===== src/rtl/mac_mdc_out_collector_if.sv =====
// Valid/ready stream bundle (data + byte strobes) shared by the engine, collector and store streamer.
// The source drives valid/data/strb; the sink drives ready.
interface hwpe_stream_intf_stream #(
    parameter int unsigned DATA_WIDTH = 32
) ();
    localparam int unsigned STRB_WIDTH = DATA_WIDTH / 8;

    logic                  valid;
    logic                  ready;
    logic [DATA_WIDTH-1:0] data;
    logic [STRB_WIDTH-1:0] strb;

    modport source (output valid, data, strb, input ready);
    modport sink   (input valid, data, strb, output ready);
endinterface


===== src/rtl/mac_mdc_out_collector.sv =====
// Terminates the MAC MDC engine's d stream: takes len beats per job through a small circular buffer,
// counts emitted beats and pulses done_o after the last one. Option: MAC_MDC_COLLECTOR_CHECKSUM_EN adds csum_o.
module mac_mdc_out_collector #(
    parameter int unsigned DATA_WIDTH = 32,
    parameter int unsigned CNT_WIDTH  = 32,
    parameter int unsigned FIFO_DEPTH = 2
) (
    input  logic                   clk_i,
    input  logic                   rst_i,
    input  logic                   clear_i,
    input  logic                   start_i,
    input  logic [CNT_WIDTH-1:0]   len_i,
    hwpe_stream_intf_stream.sink   d_i,
    hwpe_stream_intf_stream.source q_o,
    output logic                   busy_o,
    output logic                   done_o,
    output logic [CNT_WIDTH-1:0]   cnt_o,
    output logic                   err_o
`ifdef MAC_MDC_COLLECTOR_CHECKSUM_EN
    ,
    output logic [DATA_WIDTH-1:0]  csum_o
`endif
);

    localparam int unsigned STRB_W   = DATA_WIDTH / 8;
    localparam int unsigned PW       = (FIFO_DEPTH > 1) ? $clog2(FIFO_DEPTH) : 1;
    localparam logic [PW:0] OCC_FULL = (PW+1)'(FIFO_DEPTH);

    generate
        if (FIFO_DEPTH < 2 || (FIFO_DEPTH & (FIFO_DEPTH - 1)) != 0) begin : g_bad_depth
            $error("mac_mdc_out_collector: FIFO_DEPTH must be a power of two and >= 2");
        end
    endgenerate

    typedef enum logic [1:0] {S_IDLE, S_RUN, S_DRAIN, S_DONE} state_t;

    state_t                r_state;
    logic                  r_dready;
    logic                  r_busy;
    logic                  r_done;
    logic                  r_err;
    logic                  r_vld_idle;
    logic [CNT_WIDTH-1:0]  r_len;
    logic [CNT_WIDTH-1:0]  r_acc;
    logic [CNT_WIDTH-1:0]  r_cnt;

    logic [DATA_WIDTH-1:0] r_mem_data [FIFO_DEPTH];
    logic [STRB_W-1:0]     r_mem_strb [FIFO_DEPTH];
    logic [PW-1:0]         r_wptr;
    logic [PW-1:0]         r_rptr;
    logic [PW:0]           r_occ;

    logic                  w_push;
    logic                  w_pop;
    logic                  w_empty;
    logic [PW:0]           w_occ_nxt;
    logic [CNT_WIDTH-1:0]  w_acc_inc;
    logic [CNT_WIDTH-1:0]  w_cnt_inc;
    logic [DATA_WIDTH-1:0] w_head_data;

    assign w_empty     = (r_occ == '0);
    assign w_push      = d_i.valid & r_dready;
    assign w_pop       = q_o.ready & ~w_empty;
    assign w_occ_nxt   = r_occ + (PW+1)'(w_push) - (PW+1)'(w_pop);
    assign w_acc_inc   = (&r_acc) ? r_acc : r_acc + CNT_WIDTH'(1);
    assign w_cnt_inc   = (&r_cnt) ? r_cnt : r_cnt + CNT_WIDTH'(1);
    assign w_head_data = r_mem_data[r_rptr];

    assign d_i.ready = r_dready;
    assign q_o.valid = ~w_empty;
    assign q_o.data  = w_head_data;
    assign q_o.strb  = r_mem_strb[r_rptr];
    assign busy_o    = r_busy;
    assign done_o    = r_done;
    assign cnt_o     = r_cnt;
    assign err_o     = r_err;

    // Entries are zeroed on reset/clear so an empty buffer presents data=0 and strb=0.
    always_ff @(posedge clk_i or posedge rst_i) begin
        if (rst_i) begin
            for (int i = 0; i < FIFO_DEPTH; i++) begin
                r_mem_data[i] <= '0;
                r_mem_strb[i] <= '0;
            end
            r_wptr <= '0;
            r_rptr <= '0;
            r_occ  <= '0;
        end else if (clear_i) begin
            for (int i = 0; i < FIFO_DEPTH; i++) begin
                r_mem_data[i] <= '0;
                r_mem_strb[i] <= '0;
            end
            r_wptr <= '0;
            r_rptr <= '0;
            r_occ  <= '0;
        end else begin
            if (w_push) begin
                r_mem_data[r_wptr] <= d_i.data;
                r_mem_strb[r_wptr] <= d_i.strb;
                r_wptr             <= r_wptr + PW'(1);
            end
            if (w_pop) begin
                r_rptr <= r_rptr + PW'(1);
            end
            r_occ <= w_occ_nxt;
        end
    end

    // Ready, busy and done are registered from next-state values, so d_i.ready never sees q_o.ready combinationally.
    always_ff @(posedge clk_i or posedge rst_i) begin
        if (rst_i) begin
            r_state    <= S_IDLE;
            r_dready   <= 1'b0;
            r_busy     <= 1'b0;
            r_done     <= 1'b0;
            r_err      <= 1'b0;
            r_vld_idle <= 1'b0;
            r_len      <= '0;
            r_acc      <= '0;
            r_cnt      <= '0;
        end else if (clear_i) begin
            r_state    <= S_IDLE;
            r_dready   <= 1'b0;
            r_busy     <= 1'b0;
            r_done     <= 1'b0;
            r_err      <= 1'b0;
            r_vld_idle <= 1'b0;
            r_len      <= '0;
            r_acc      <= '0;
            r_cnt      <= '0;
        end else begin
            if (w_pop) begin
                r_cnt <= w_cnt_inc;
            end

            // Beats offered with no job armed: one stray cycle is tolerated, two in a row is an overrun.
            if (r_state == S_IDLE && d_i.valid) begin
                r_vld_idle <= 1'b1;
                if (r_vld_idle) begin
                    r_err <= 1'b1;
                end
            end else begin
                r_vld_idle <= 1'b0;
            end

            unique case (r_state)
                S_IDLE: begin
                    if (start_i) begin
                        r_len <= len_i;
                        r_acc <= '0;
                        r_cnt <= '0;
                        if (len_i != '0) begin
                            r_state  <= S_RUN;
                            r_busy   <= 1'b1;
                            r_dready <= 1'b1;
                        end else begin
                            r_state <= S_DONE;
                            r_done  <= 1'b1;
                        end
                    end
                end
                S_RUN: begin
                    r_dready <= (w_occ_nxt != OCC_FULL);
                    if (w_push) begin
                        r_acc <= w_acc_inc;
                        if (w_acc_inc == r_len) begin
                            r_state  <= S_DRAIN;
                            r_dready <= 1'b0;
                        end
                    end
                end
                S_DRAIN: begin
                    if (w_occ_nxt == '0) begin
                        r_state <= S_DONE;
                        r_busy  <= 1'b0;
                        r_done  <= 1'b1;
                    end
                end
                S_DONE: begin
                    r_state <= S_IDLE;
                    r_done  <= 1'b0;
                end
            endcase
        end
    end

`ifdef MAC_MDC_COLLECTOR_CHECKSUM_EN
    logic [DATA_WIDTH-1:0] r_csum;

    assign csum_o = r_csum;

    always_ff @(posedge clk_i or posedge rst_i) begin
        if (rst_i) begin
            r_csum <= '0;
        end else if (clear_i) begin
            r_csum <= '0;
        end else if (r_state == S_IDLE && start_i) begin
            r_csum <= '0;
        end else if (w_pop) begin
            r_csum <= r_csum ^ w_head_data;
        end
    end
`endif

endmodule


===== src/flat_wrapper.sv =====
// flat-port wrapper written by rule: the top's interface ports become plain ports
module mac_mdc_out_collector_flat 
#(
    parameter int unsigned DATA_WIDTH = 32,
    parameter int unsigned CNT_WIDTH  = 32,
    parameter int unsigned FIFO_DEPTH = 2
)
  (clk_i, rst_i, clear_i, start_i, len_i, busy_o, done_o, cnt_o, err_o, d_i_valid, d_i_data, d_i_strb, d_i_ready, q_o_valid, q_o_data, q_o_strb, q_o_ready);
  hwpe_stream_intf_stream #(.DATA_WIDTH(DATA_WIDTH)) d_i_i ();
  hwpe_stream_intf_stream #(.DATA_WIDTH(DATA_WIDTH)) q_o_i ();
  input  logic clk_i;
  input  logic rst_i;
  input  logic clear_i;
  input  logic start_i;
  input  logic [CNT_WIDTH-1:0] len_i;
  output logic busy_o;
  output logic done_o;
  output logic [CNT_WIDTH-1:0] cnt_o;
  output logic err_o;
  input wire logic [$bits(d_i_i.valid)-1:0] d_i_valid;
  input wire logic [$bits(d_i_i.data)-1:0] d_i_data;
  input wire logic [$bits(d_i_i.strb)-1:0] d_i_strb;
  output wire logic [$bits(d_i_i.ready)-1:0] d_i_ready;
  output wire logic [$bits(q_o_i.valid)-1:0] q_o_valid;
  output wire logic [$bits(q_o_i.data)-1:0] q_o_data;
  output wire logic [$bits(q_o_i.strb)-1:0] q_o_strb;
  input wire logic [$bits(q_o_i.ready)-1:0] q_o_ready;
  assign d_i_i.valid = d_i_valid;
  assign d_i_i.data = d_i_data;
  assign d_i_i.strb = d_i_strb;
  assign d_i_ready = d_i_i.ready;
  assign q_o_valid = q_o_i.valid;
  assign q_o_data = q_o_i.data;
  assign q_o_strb = q_o_i.strb;
  assign q_o_i.ready = q_o_ready;
  mac_mdc_out_collector #(.DATA_WIDTH(DATA_WIDTH), .CNT_WIDTH(CNT_WIDTH), .FIFO_DEPTH(FIFO_DEPTH)) u_core (.clk_i(clk_i), .rst_i(rst_i), .clear_i(clear_i), .start_i(start_i), .len_i(len_i), .d_i(d_i_i), .q_o(q_o_i), .busy_o(busy_o), .done_o(done_o), .cnt_o(cnt_o), .err_o(err_o));
endmodule

===== config.mk =====
export PLATFORM = sky130hd
export DESIGN_NAME = mac_mdc_out_collector_flat
export DESIGN_NICKNAME = d
export VERILOG_FILES = /design/src/rtl/mac_mdc_out_collector_if.sv /design/src/rtl/mac_mdc_out_collector.sv /design/src/flat_wrapper.sv
export SDC_FILE = /design/constraint.sdc
export NUM_CORES = 1
export LEC_CHECK = 0
export ABC_AREA = 1
export CAP_MARGIN = 15
export CORE_MARGIN = 3
export CORE_UTILIZATION = 50
export CTS_BUF_LIST = sky130_fd_sc_hd__clkbuf_4 sky130_fd_sc_hd__clkbuf_8 sky130_fd_sc_hd__clkbuf_16
export DETAILED_ROUTE_END_ITERATION = 8
export HOLD_SLACK_MARGIN = 0.06
export PLACE_DENSITY = 0.75
export SYNTH_ARGS = -nofsm -noshare
export SYNTH_HDL_FRONTEND = slang
export SYNTH_SLANG_ARGS = --single-unit

===== constraint.sdc =====
create_clock -name clk_i -period 5.64 [get_ports clk_i]
set_input_delay 1.128 -clock clk_i [delete_from_list [all_inputs] [get_ports clk_i]]
set_output_delay 1.128 -clock clk_i [all_outputs]
set_load 0.01 [all_outputs]

; Word-level counts from Yosys, hierarchy flattened
; Cells that the tools add are included.
[word_totals]
reg_bits = 179
in_bits = 74
out_inout_bits = 73
word_cells = 125
[op_classes]
addsub = 6
magnitude_cmp = 3
eq_ne = 11
n_mux = 60
bitwise_logic = 5
n_reduce_logical = 24
[op_table]
columns = cell, count
row1 = 32-bit two-way mux, 16
row2 = 64-bit two-way mux, 2
row3 = 32-bit by 1-bit adder with 32-bit output (second input constant), 2
row4 = 64-bit bitwise mux, 1
row5 = 32-bit one-hot mux with 2 select lines, 1
row6 = 32-bit AND reduction, 2
row7 = 32-bit demux with 1-bit select, 1
row8 = 32-bit equality test, 1
row9 = 32-bit nonzero test, 1
row10 = 1-bit two-way mux, 20
row11 = 4-bit two-way mux, 4
row12 = 8-bit two-way mux, 2
row13 = 2-bit two-way mux, 7
row14 = 4-bit AND reduction, 3
row15 = 2-bit nonzero test, 6
row16 = 3-bit by 2-bit != test with 1-bit output (second input constant), 3
row17 = 3-bit != test (second input constant), 3
row18 = 8-bit bitwise mux, 1
row19 = 2-bit one-hot mux with 4 select lines, 1
row20 = 2-bit zero test, 3
row21 = 3-bit AND reduction, 2
row22 = 3-bit nonzero test, 2
row23 = 4-bit demux with 1-bit select, 1
row24 = 2-bit equality test (second input constant), 2
row25 = other kinds (15), 22

; Depth between registers and ports, before layout
; Gate-level depths: netlist of run 1.
[depth]
word_depth = 9
mapped_depth = 21
ltp_nobuf = 20

; Least setup slack after synthesis of run 1
; Ideal clock, no wire load.
[synth_timing]
path_type = input-to-reg
start = in q_o_ready
end = reg u_core.r_state[0]
setup_ns = 0.117
arrival_ns = 2.682
t_required_ns = 5.523
slack_ns = 2.841
cell_stages = 12
n_path_buf = 1
cell_sequence = nand2_1 > inv_1 > clkbuf_1 > ha_1 > inv_1 > ha_1 > xor2_1 > a211oi_1 > nor3_1 > nand2_1 > nand2_1 > nand2_1
[synth_via]
elab_chain_len = 5
[synth_lines]
columns = item, line
row1 = start: declaration, flat_wrapper.sv:27  ; input wire logic [$bits(q_o_i.ready)-1:0] q_o_ready;
row2 = 1-bit bitwise AND, mac_mdc_out_collector.sv:63  ; assign w_pop = q_o.ready & ~w_empty;
row3 = 2-bit by 1-bit subtractor with 2-bit output, mac_mdc_out_collector.sv:64  ; assign w_occ_nxt = r_occ + (PW+1)'(w_push) - (PW+1)'(w_pop);
row4 = 2-bit zero test, mac_mdc_out_collector.sv:173  ; if (w_occ_nxt == '0) begin
row5 = 3-bit by 2-bit != test with 1-bit output (no line), -
row6 = 4-bit AND reduction (no line), -
row7 = end signal: assignment, mac_mdc_out_collector.sv:167  ; r_state <= S_DRAIN;
row8 = end signal: assignment, mac_mdc_out_collector.sv:174  ; r_state <= S_DONE;
row9 = end signal: assignment, mac_mdc_out_collector.sv:180  ; r_state <= S_IDLE;
row10 = end: declaration, mac_mdc_out_collector.sv:37  ; state_t r_state;
; No other way between the ends.
; A chain may end at the register's enable or synchronous reset.

; Worst setup path after layout of run 1
[layout_timing]
start = reg u_core.r_rptr
end = out q_o_data[21]
[layout_via]
elab_chain_len = 4
[layout_lines]
columns = item, line
row1 = start: declaration, mac_mdc_out_collector.sv:50  ; logic [PW-1:0] r_rptr;
row2 = start signal: assignment, mac_mdc_out_collector.sv:103  ; r_rptr <= r_rptr + PW'(1);
row3 = 1-bit inverter with 2-bit output (not written as such), mac_mdc_out_collector.sv:67  ; assign w_head_data = r_mem_data[r_rptr];
row4 = 32-bit two-way mux (not written as such) (3 in a row), mac_mdc_out_collector.sv:67
row5 = end: declaration, flat_wrapper.sv:25  ; output wire logic [$bits(q_o_i.data)-1:0] q_o_data;
; No other way between the ends. The select of a mux whose other input is x is not followed.

==> results of run 1 <==
-- cells in the mapped netlist, drive strengths merged --
cell type  count
o21ai        177
o211ai         1
ha             8
xor2          32
a21oi         11
xnor2          9
nor2         143
nand2        339
a22o           1
dfrtp        179
o31ai          1
inv          193
a311oi         3
nand3        137
or2            3
nand4         12
nor3           9
o21bai         1
nor4          17
clkbuf        48
nand3b         1
a211oi         1
buf            5
clkinv         1
a21boi         1
o22ai         43
-- area by class of cell --
class | count | area share [%]
well taps | 265 | 2.696
inverters | 194 | 5.951
clock buffers | 17 | 3.458
flip-flops and latches | 179 | 36.43
multi-input cells | 950 | 37.54
clock inverters | 15 | 1.455
repair buffers | 154 | 12.47
-- state kept, by name, summed over array words and instances, names as in the netlist, 2 cells and up --
signal and cells:
u_core.cnt_o 32, u_core.r_len 32, u_core.r_occ 2, u_core.r_acc 32, u_core.r_state 2, u_core.r_mem_data 64, u_core.r_mem_strb 8
-- worst paths after layout --
check	from	endpoint	slack, ps	depth (start not counted)
max	u_core.r_rptr	q_o_data[21]	2020	2
min	u_core.r_vld_idle	u_core.err_o	490	1
max reg2reg	u_core.r_acc[0]	u_core.r_state[0]	2500	17
min reg2reg	u_core.r_vld_idle	u_core.err_o	490	1
max in group asynchronous	rst_i	u_core.r_rptr	3520	3
min in group asynchronous	rst_i	u_core.r_acc[13]	1290	3
-- per-stage QoR --
| stage | instance area, um2 | worst slack [ps] |
|---|---|---|
| global placement | 11700 | 1809 |
| detailed placement | 11700 | 1715 |
| CTS | 12300 | 2041 |
| finish | 12300 | 2023 |
| floorplan | 10030 | 2217 |
| global route | 12300 | 1902 |
-- per-layer routing --
layer | share of wire, % | GRT usage [%] | vias up
met2 | 47 | 41.84 | 327
met4 | 3.0 | 8.434 | 0
met3 | 6.0 | 4.874 | 49
li1 | - | - | 4683
met1 | 43 | 35.37 | 4480
met5 | 0 | 0 | -
-- power breakdown --
part	internal, mW	total (mW)	switching [mW]	leakage (nW)
logic	0.374	0.985	0.612	2.90
clock network	0.603	1.20	0.601	0.288
registers	1.41	1.53	0.115	2.44
total	2.39	3.72	1.33	5.63
-- logic make-up after synthesis --
logic type	after synthesis	share of synthesized area (%)
fa+ha+maj	8	0.9983
xor+xnor	41	3.806
flops	179	44.67
simple gates	661	28.31
compound gates	240	12.79
buf+inv	247	9.421
==> results.cfg, run 1 <==
[outcome]
status = complete, no violations

[global_route]
overflow = 0
grt_pass1_vias = 9047
track_usage_pct = 25.84
grt_start_max_net_pins = 180
antenna_found_initial = 0
grt_pass1_wl_um = 45550

[sta]
rsz0062_at_grt = false
finalClockSkew_ps = 11.75
setup_viol = 0
tns_ps = 0
hold_viol = 0
slew_violations = 0
fmax_mhz = 276.5
max_slew.worst_pin.slew_ps = 1143
post-route-period-util_pct = 64.13
hold_ws_ps = 485.9
maxSlewHeadroom_pct = 23.82
period_minus_slack_ps = 3617

[cells_and_area]
areaGrowthSynthToFinish_pct = 22.67
multi_input_area_um2 = 4618
nNetsFinal = 1578
final_util_pct = 62.79
insertedDiodeCount = 0
regArea_um2 = 4481
fillers = 1729
drive_gt1_share_pct = 4.705
final_common_cell = nand2_1
final_cell_mix = nand2_1 (330), inv_1 (190), dfrtp_1 (178)
finalNonFillerCells = 1774

[cts]
cts_setup_buffers = 0
cts.repair.resized = 0
clk-insertion-delay-late_ps = 440
clk_path_buf_depth = 2
htree_levels = 4
clk_pin_slew_ps = 80
cts-hold-fix-buffers = 0
clkSinkCount = 179
cts_buffers = 17
cts_tree = done
root_buffer = clkbuf_16

[worst_setup_path]
end_kind = output pin
start_kind = flop
path_buf_inv = 1
slowest_stage = dfrtp_2
critical_path_class = reg2out
slowest_delay_ps = 1100
path_delay_family = flip-flops
required_ps = 4510
cp_cell_sequence = o21ai_0 > clkdlybuf4s50_1
critPathArrivalTime_ps = 2490
critPathMaxFanout = 74

[place]
place_inst = 1742
globalplace.congestion = 0.9397
port_buffers = 146
dp_hpwl_um = 20220

[yosys]
synth_cell_types = 38
seq_area_frac_synth_pct = 44.67
syn_nets = 1458
syn_area_um2 = 10030
ys_ff_latch = 179
synthCells = 1376
synth_area_leaders = dfrtp_1 (45%), nand2_1 (12%), o21ai_0 (8.8%)
yosysTopAreaCell = dfrtp_1
syn_area_per_cell_um2 = 7.287
synth_warnings = 0
yosys.area.top_type_share_pct = 44.67

[job]
maxCapViolCount = 0

[drt]
antenna_left = 0
vias_per_cell = 5.377
dr.pass1.iters = 8
drt_iter0_drc = 793
drt-total-wl_um = 28210
wire_per_inst_um = 15.90
vias = 9539
drc = 0

[die]
start_util_pct = 51.18
pin_count = 147
die_y_um = 147.6
fp.dieArea_um2 = 21790
die-width_um = 147.6
coreArea_um2 = 19590
fp-row-count = 51

[power]
p_leak_nw = 5.629
p_per_area_nw_per_um2 = 302.4
power.total_mw = 3.720
vdd_ir_drop_max_mv = 0.2244

[min_path]
hold_path.class = reg2reg
Power figures use the tool's default switching activity.
==> inputs of run 2 (changes only) <==
--- a/config.mk
+++ b/config.mk
@@ -12,7 +12,7 @@
 export CTS_BUF_LIST = sky130_fd_sc_hd__clkbuf_4 sky130_fd_sc_hd__clkbuf_8 sky130_fd_sc_hd__clkbuf_16
 export DETAILED_ROUTE_END_ITERATION = 8
 export HOLD_SLACK_MARGIN = 0.06
-export PLACE_DENSITY = 0.75
+export PLACE_DENSITY = 0.72
 export SYNTH_ARGS = -nofsm -noshare
 export SYNTH_HDL_FRONTEND = slang
 export SYNTH_SLANG_ARGS = --single-unit
==> constraint.sdc (replaced) <==
create_clock -name clk_i -period 3.7 [get_ports clk_i]
set_input_delay 0.74 -clock clk_i [delete_from_list [all_inputs] [get_ports clk_i]]
set_output_delay 0.74 -clock clk_i [all_outputs]
set_load 0.01 [all_outputs]
==> run 2 against run 1 <==
- die area stayed put
- final cell count up 0.73%
- combinational power up 62%
- clock skew increased by 0.90 ps
- clock power grew 56%
- largest power group unchanged
==> results.cfg, run 2 (same netlist as run 1, synthesis figures left out) <==
[outcome]
status = complete, no violations

[sta]
max_slew.worst_pin.slew_ps = 974.5
setup_viol = 0
tns_ps = 0
slew_violations = 0
rsz0062_at_grt = false
maxSlewHeadroom_pct = 34.90
hold_ws_ps = 469.1
post-route-period-util_pct = 77.51
hold_viol = 0
period_minus_slack_ps = 2868
finalClockSkew_ps = 12.64
fmax_mhz = 348.7

[drt]
dr.pass1.iters = 6
antenna_left = 0
vias_per_cell = 5.386
vias = 9625
drc = 0
drt_iter0_drc = 791
drt-total-wl_um = 29150
wire_per_inst_um = 16.31

[die]
start_util_pct = 51.18
fp.dieArea_um2 = 21790
die_y_um = 147.6
fp-row-count = 51
pin_count = 147
coreArea_um2 = 19590
die-width_um = 147.6

[worst_setup_path]
start_kind = flop
critical_path_class = reg2reg
slowest_delay_ps = 450
worstSetupEndpoint = u_core.r_state[1]
cpMostUsedCell = nand2_1
slowest_stage = nand2_4
r2r_slack_ps = 830
startpoint = u_core.r_acc[0]
critPathMaxFanout = 50
cp_cell_sequence = ha_1 > nand2_2 > nor2_4 > nand2_4 > nor2_8 > nand2_4 > nand2_1 > nand2_1 > nand2_1 > inv_1 > nand2_1 > nor2_1 > nand2_1 > nor2_1 > nand3_1 > nand2_1 > nand2_1 > nand2_1 > nand2_1
rr_worst_depth = 19
reg2reg_to = u_core.r_state[1]
r2r_start = u_core.r_acc[0]
critPathArrivalTime_ps = 3200
required_ps = 4030
end_kind = flop

[place]
port_buffers = 146
globalplace.congestion = 0.9996
place_inst = 1755
dp_hpwl_um = 21680

[cts]
clkSinkCount = 179
cts-hold-fix-buffers = 0
cts_buffers = 17
cts.repair.resized = 0
htree_levels = 4
clk_path_buf_depth = 2
clk-insertion-delay-late_ps = 440
cts_tree = done
cts_setup_buffers = 0
clk_pin_slew_ps = 70
root_buffer = clkbuf_16

[global_route]
track_usage_pct = 27.16
grt_start_max_net_pins = 95
grt_pass1_vias = 9277
overflow = 0
grt_pass1_wl_um = 47620
antenna_found_initial = 0

[cells_and_area]
final_common_cell = nand2_1
insertedDiodeCount = 0
areaGrowthSynthToFinish_pct = 24.29
final_cell_mix = nand2_1 (330), inv_1 (190), dfrtp_1 (178)
drive_gt1_share_pct = 5.519
nNetsFinal = 1591
largest_reg_flops = 64
finalNonFillerCells = 1787
top_register = u_core.r_mem_data
fillers = 1746

[power]
p_leak_nw = 5.726
vdd_ir_drop_max_mv = 0.2923
p_per_area_nw_per_um2 = 461.2

[min_path]
hold_path.class = reg2reg

[job]
maxCapViolCount = 0
## run 2: cell types whose count changed in the layout (fill, tap and decap cells not counted), sizes merged
cell      before  now
bufinv         0    1
buf            8   21
clkinv         6    7
clkinvlp       3    1
## run 2: layout make-up
type                            instances  area (um2)  area share, %
Clock buffer                           17       425.4          3.413
Clock inverter                         15       186.4          1.496
Inverter                              194       732.0          5.873
Multi-Input combinational cell        950        4613          37.01
Sequential cell                       179        4481          35.95
Tap cell                              265       331.6          2.660
Timing Repair Buffer                  167        1694          13.59
## run 2: per-stage QoR
stage / utilization, % / total power [mW] / setup slack (ps) / instance area [um2]
2_1_floorplan: - / 3.248 / 665.4 / 10030
3_3_place_gp: 60.50 / 3.883 / 748.5 / 11850
3_5_place_dp: 60.50 / 3.902 / 697.1 / 11850
4_1_cts: 63.62 / 5.769 / 863.3 / 12460
5_1_grt: 63.62 / 6.076 / 569.3 / 12460
6_report: 63.62 / 5.747 / 832.1 / 12460
## run 2: worst min-delay path by stage
stage,startpoint,end,depth (start not counted)
after global routing,u_core.r_vld_idle,u_core.err_o,1
after CTS,u_core.r_vld_idle,u_core.err_o,1
final,u_core.r_vld_idle,u_core.err_o,1
after floorplan,u_core.r_vld_idle,u_core.err_o,1
after global placement,u_core.r_vld_idle,u_core.err_o,1
after detailed placement,u_core.r_vld_idle,u_core.err_o,1
## run 2: power breakdown
| group | internal, mW | switching [mW] | total, mW |
|---|---|---|---|
| clock | 0.977 | 0.891 | 1.87 |
| sequential | 2.16 | 0.123 | 2.28 |
| combinational | 0.605 | 0.993 | 1.60 |
## run 2: metal layers
layer  vias to the layer above  part of all wire (%)  track usage, %
met3                        48                   5.3           4.874
li1                       4709                     -               -
met1                      4549                    45           38.11
met2                       319                    48           43.70
met5                         -                     0               0
met4                         0                   2.4           7.596
## run 2: worst max-delay path, delay by kind of cell, from the launching register on
family	cells	cell delay (ps)
buffers and inverters	1	110
flip-flops	1	420
adder cells (fa/ha/maj)	1	290
AND/OR/NAND/NOR	17	1950
==> inputs of run 3 (changes only) <==
==> constraint.sdc (replaced) <==
create_clock -name clk_i -period 2.9 [get_ports clk_i]
set_input_delay 0.58 -clock clk_i [delete_from_list [all_inputs] [get_ports clk_i]]
set_output_delay 0.58 -clock clk_i [all_outputs]
set_load 0.01 [all_outputs]
==> run 3 against run 2 <==
- final area increased by 0.56%
- non-clock buffer count rose by 4
- sequential cell count is the same
- global-route usage grew 0.13 points
- sequential share of layout area shrank 0.18 points
- setup slack got worse by 700 ps
- fmax increased by 3.7%
- critical path type unchanged
- critical endpoint unchanged
==> results.cfg, run 3 (same netlist as run 1, synthesis figures left out) <==
[cts]
clk_path_buf_depth = 2
clkSinkCount = 179
cts_buffers = 17
clk-insertion-delay-late_ps = 450
cts_setup_buffers = 0
htree_levels = 4
clk_pin_slew_ps = 80
cts_tree = done
root_buffer = clkbuf_16

[power]
power_frac_comb_pct = 27.9
vdd_ir_drop_max_mv = 0.4420
p_leak_nw = 5.745
sw_frac_of_total_pct = 35.93
p_per_area_nw_per_um2 = 590.9
pwr-share-clk_pct = 32.7
p_int_mw = 4.745
p_switching_mw = 2.661
power_frac_seq_pct = 39.4

[min_path]
hold_path.class = reg2reg
hold_depth = 1
hp-start = u_core.r_vld_idle
worstHoldEndpoint = u_core.err_o

[global_route]
grt_start_max_net_pins = 122
overflow = 0
track_usage_pct = 27.29
antenna_found_initial = 0
grt_pass1_wl_um = 47720
grt_pass1_vias = 9358

[sta]
finalClockSkew_ps = 11.70
tns_ps = 0
period_minus_slack_ps = 2766
hold_viol = 0
slew_violations = 0
maxSlewHeadroom_pct = 43.62
fmax_mhz = 361.6
rsz0062_at_grt = false
max_slew.worst_pin.slew_ps = 845.7
setup_viol = 0
post-route-period-util_pct = 95.37

[worst_setup_path]
r2r_slack_ps = 130
critical_path_class = reg2reg
start_kind = flop
reg2reg_to = u_core.r_state[1]
r2r_start = u_core.r_acc[0]
required_ps = 3240
critPathArrivalTime_ps = 3110
end_kind = flop
critPathMaxFanout = 16
rr_worst_depth = 18

[cells_and_area]
nNetsFinal = 1595
top_register = u_core.r_mem_data
fin_area_um2 = 12530
insertedDiodeCount = 0
multi_input_area_um2 = 4633
drive_gt1_share_pct = 6.029
largest_reg_flops = 64
final_common_cell = nand2_1
fillers = 1788
finalNonFillerCells = 1791
regArea_um2 = 4483
final_cell_mix = nand2_1 (330), inv_1 (190), o21ai_0 (177)
areaGrowthSynthToFinish_pct = 24.99

[drt]
antenna_left = 0
drt-total-wl_um = 29260
vias = 9516
dr.pass1.iters = 5
drt_iter0_drc = 723
wire_per_inst_um = 16.34
vias_per_cell = 5.313
drc = 0

[place]
place_inst = 1759
port_buffers = 146
dp_hpwl_um = 21380
globalplace.congestion = 0.9416
place_area_um2 = 11880

[die]
coreArea_um2 = 19590
fp-row-count = 51
die_y_um = 147.6
die-width_um = 147.6
fp.dieArea_um2 = 21790
pin_count = 147
start_util_pct = 51.18

[outcome]
status = complete, no violations

[job]
maxCapViolCount = 0
-- run 3: cell count changes in the layout (fill, tap and decap cells not counted) --
cell,before,now
inv_8,6,2
clkinv_8,3,6
nor2_1,133,132
dfrtp_1,178,176
inv_12,0,3
ha_4,0,1
clkinv_2,1,0
nor2_4,2,3
bufinv_16,1,0
buf_4,15,19
dfrtp_2,1,3
ha_1,8,7
-- run 3: worst max-delay path by stage --
stage | slack, ps | cells after the start | end | start
after floorplan | 30 | 1 | u_core.busy_o | rst_i
after global placement | 50 | 18 | u_core.r_state[1] | u_core.r_acc[1]
after CTS | 50 | 18 | u_core.r_state[1] | u_core.r_acc[1]
final | 130 | 18 | u_core.r_state[1] | u_core.r_acc[0]
after global routing | 2 | 18 | u_core.r_state[1] | u_core.r_acc[0]
after detailed placement | 8 | 18 | u_core.r_state[1] | u_core.r_acc[1]
-- run 3: per-layer routing --
layer / wire, um / vias to the layer above / global-route usage, %
met1: 13070 / 4443 / 37.39
li1: - / 4720 / -
met3: 1370 / 55 / 4.108
met4: 860 / 0 / 10.30
met5: 0 / - / 0
met2: 13960 / 298 / 44.21
-- run 3: timing repair --
action | 4_1_cts | 5_1_grt
setup endpoints to repair | 1 | 3
gates resized for setup | 1 | 5
hold buffers | 0 | 0
-- run 3: power by group through the flow --
stage          Clock [mW]  Combinational (mW)  Sequential, mW
2_1_floorplan           0                1.22            2.93
3_3_place_gp            0                2.03            2.94
3_5_place_dp            0                2.05            2.96
4_1_cts              2.46                2.06            2.91
5_1_grt              2.55                2.29            2.95
6_report             2.42                2.07            2.92
-- run 3: critical path, stage by stage (launching register included) --
cell and delay [ps]:
dfrtp_2 420, ha_4 190, nand2_2 70, nor2_4 170, nand2_4 120, nor2_8 180
nand2_4 130, buf_12 180, nand2_2 110, xor2_2 270, nand2_1 80, nor2_1 90
nand2_1 70, nor2_1 130, nand3_1 100, nand2_1 110, nand2_1 80, nand2_1 90
nand2_1 50
-- run 3: layout make-up --
class / instances / share of cell area, %
sequential: 179 / 35.77
timing repair buffer: 171 / 13.76
multi-input combinational: 950 / 36.97
clock inverter: 15 / 1.627
clock buffer: 17 / 3.394
inverter: 194 / 5.840
tap: 265 / 2.645
-- run 3: through the flow --
stage | worst slack (ps) | utilization (%) | hold slack, ps | power, mW
3_5_place_dp | 8.391 | 60.65 | 456.4 | 5.007
3_3_place_gp | 49.02 | 60.65 | 457.3 | 4.979
6_report | 134.3 | 63.98 | 468.7 | 7.406
4_1_cts | 45.97 | 63.88 | 472.0 | 7.428
5_1_grt | 1.661 | 63.98 | 491.1 | 7.792
2_1_floorplan | 25.40 | - | 442.4 | 4.144
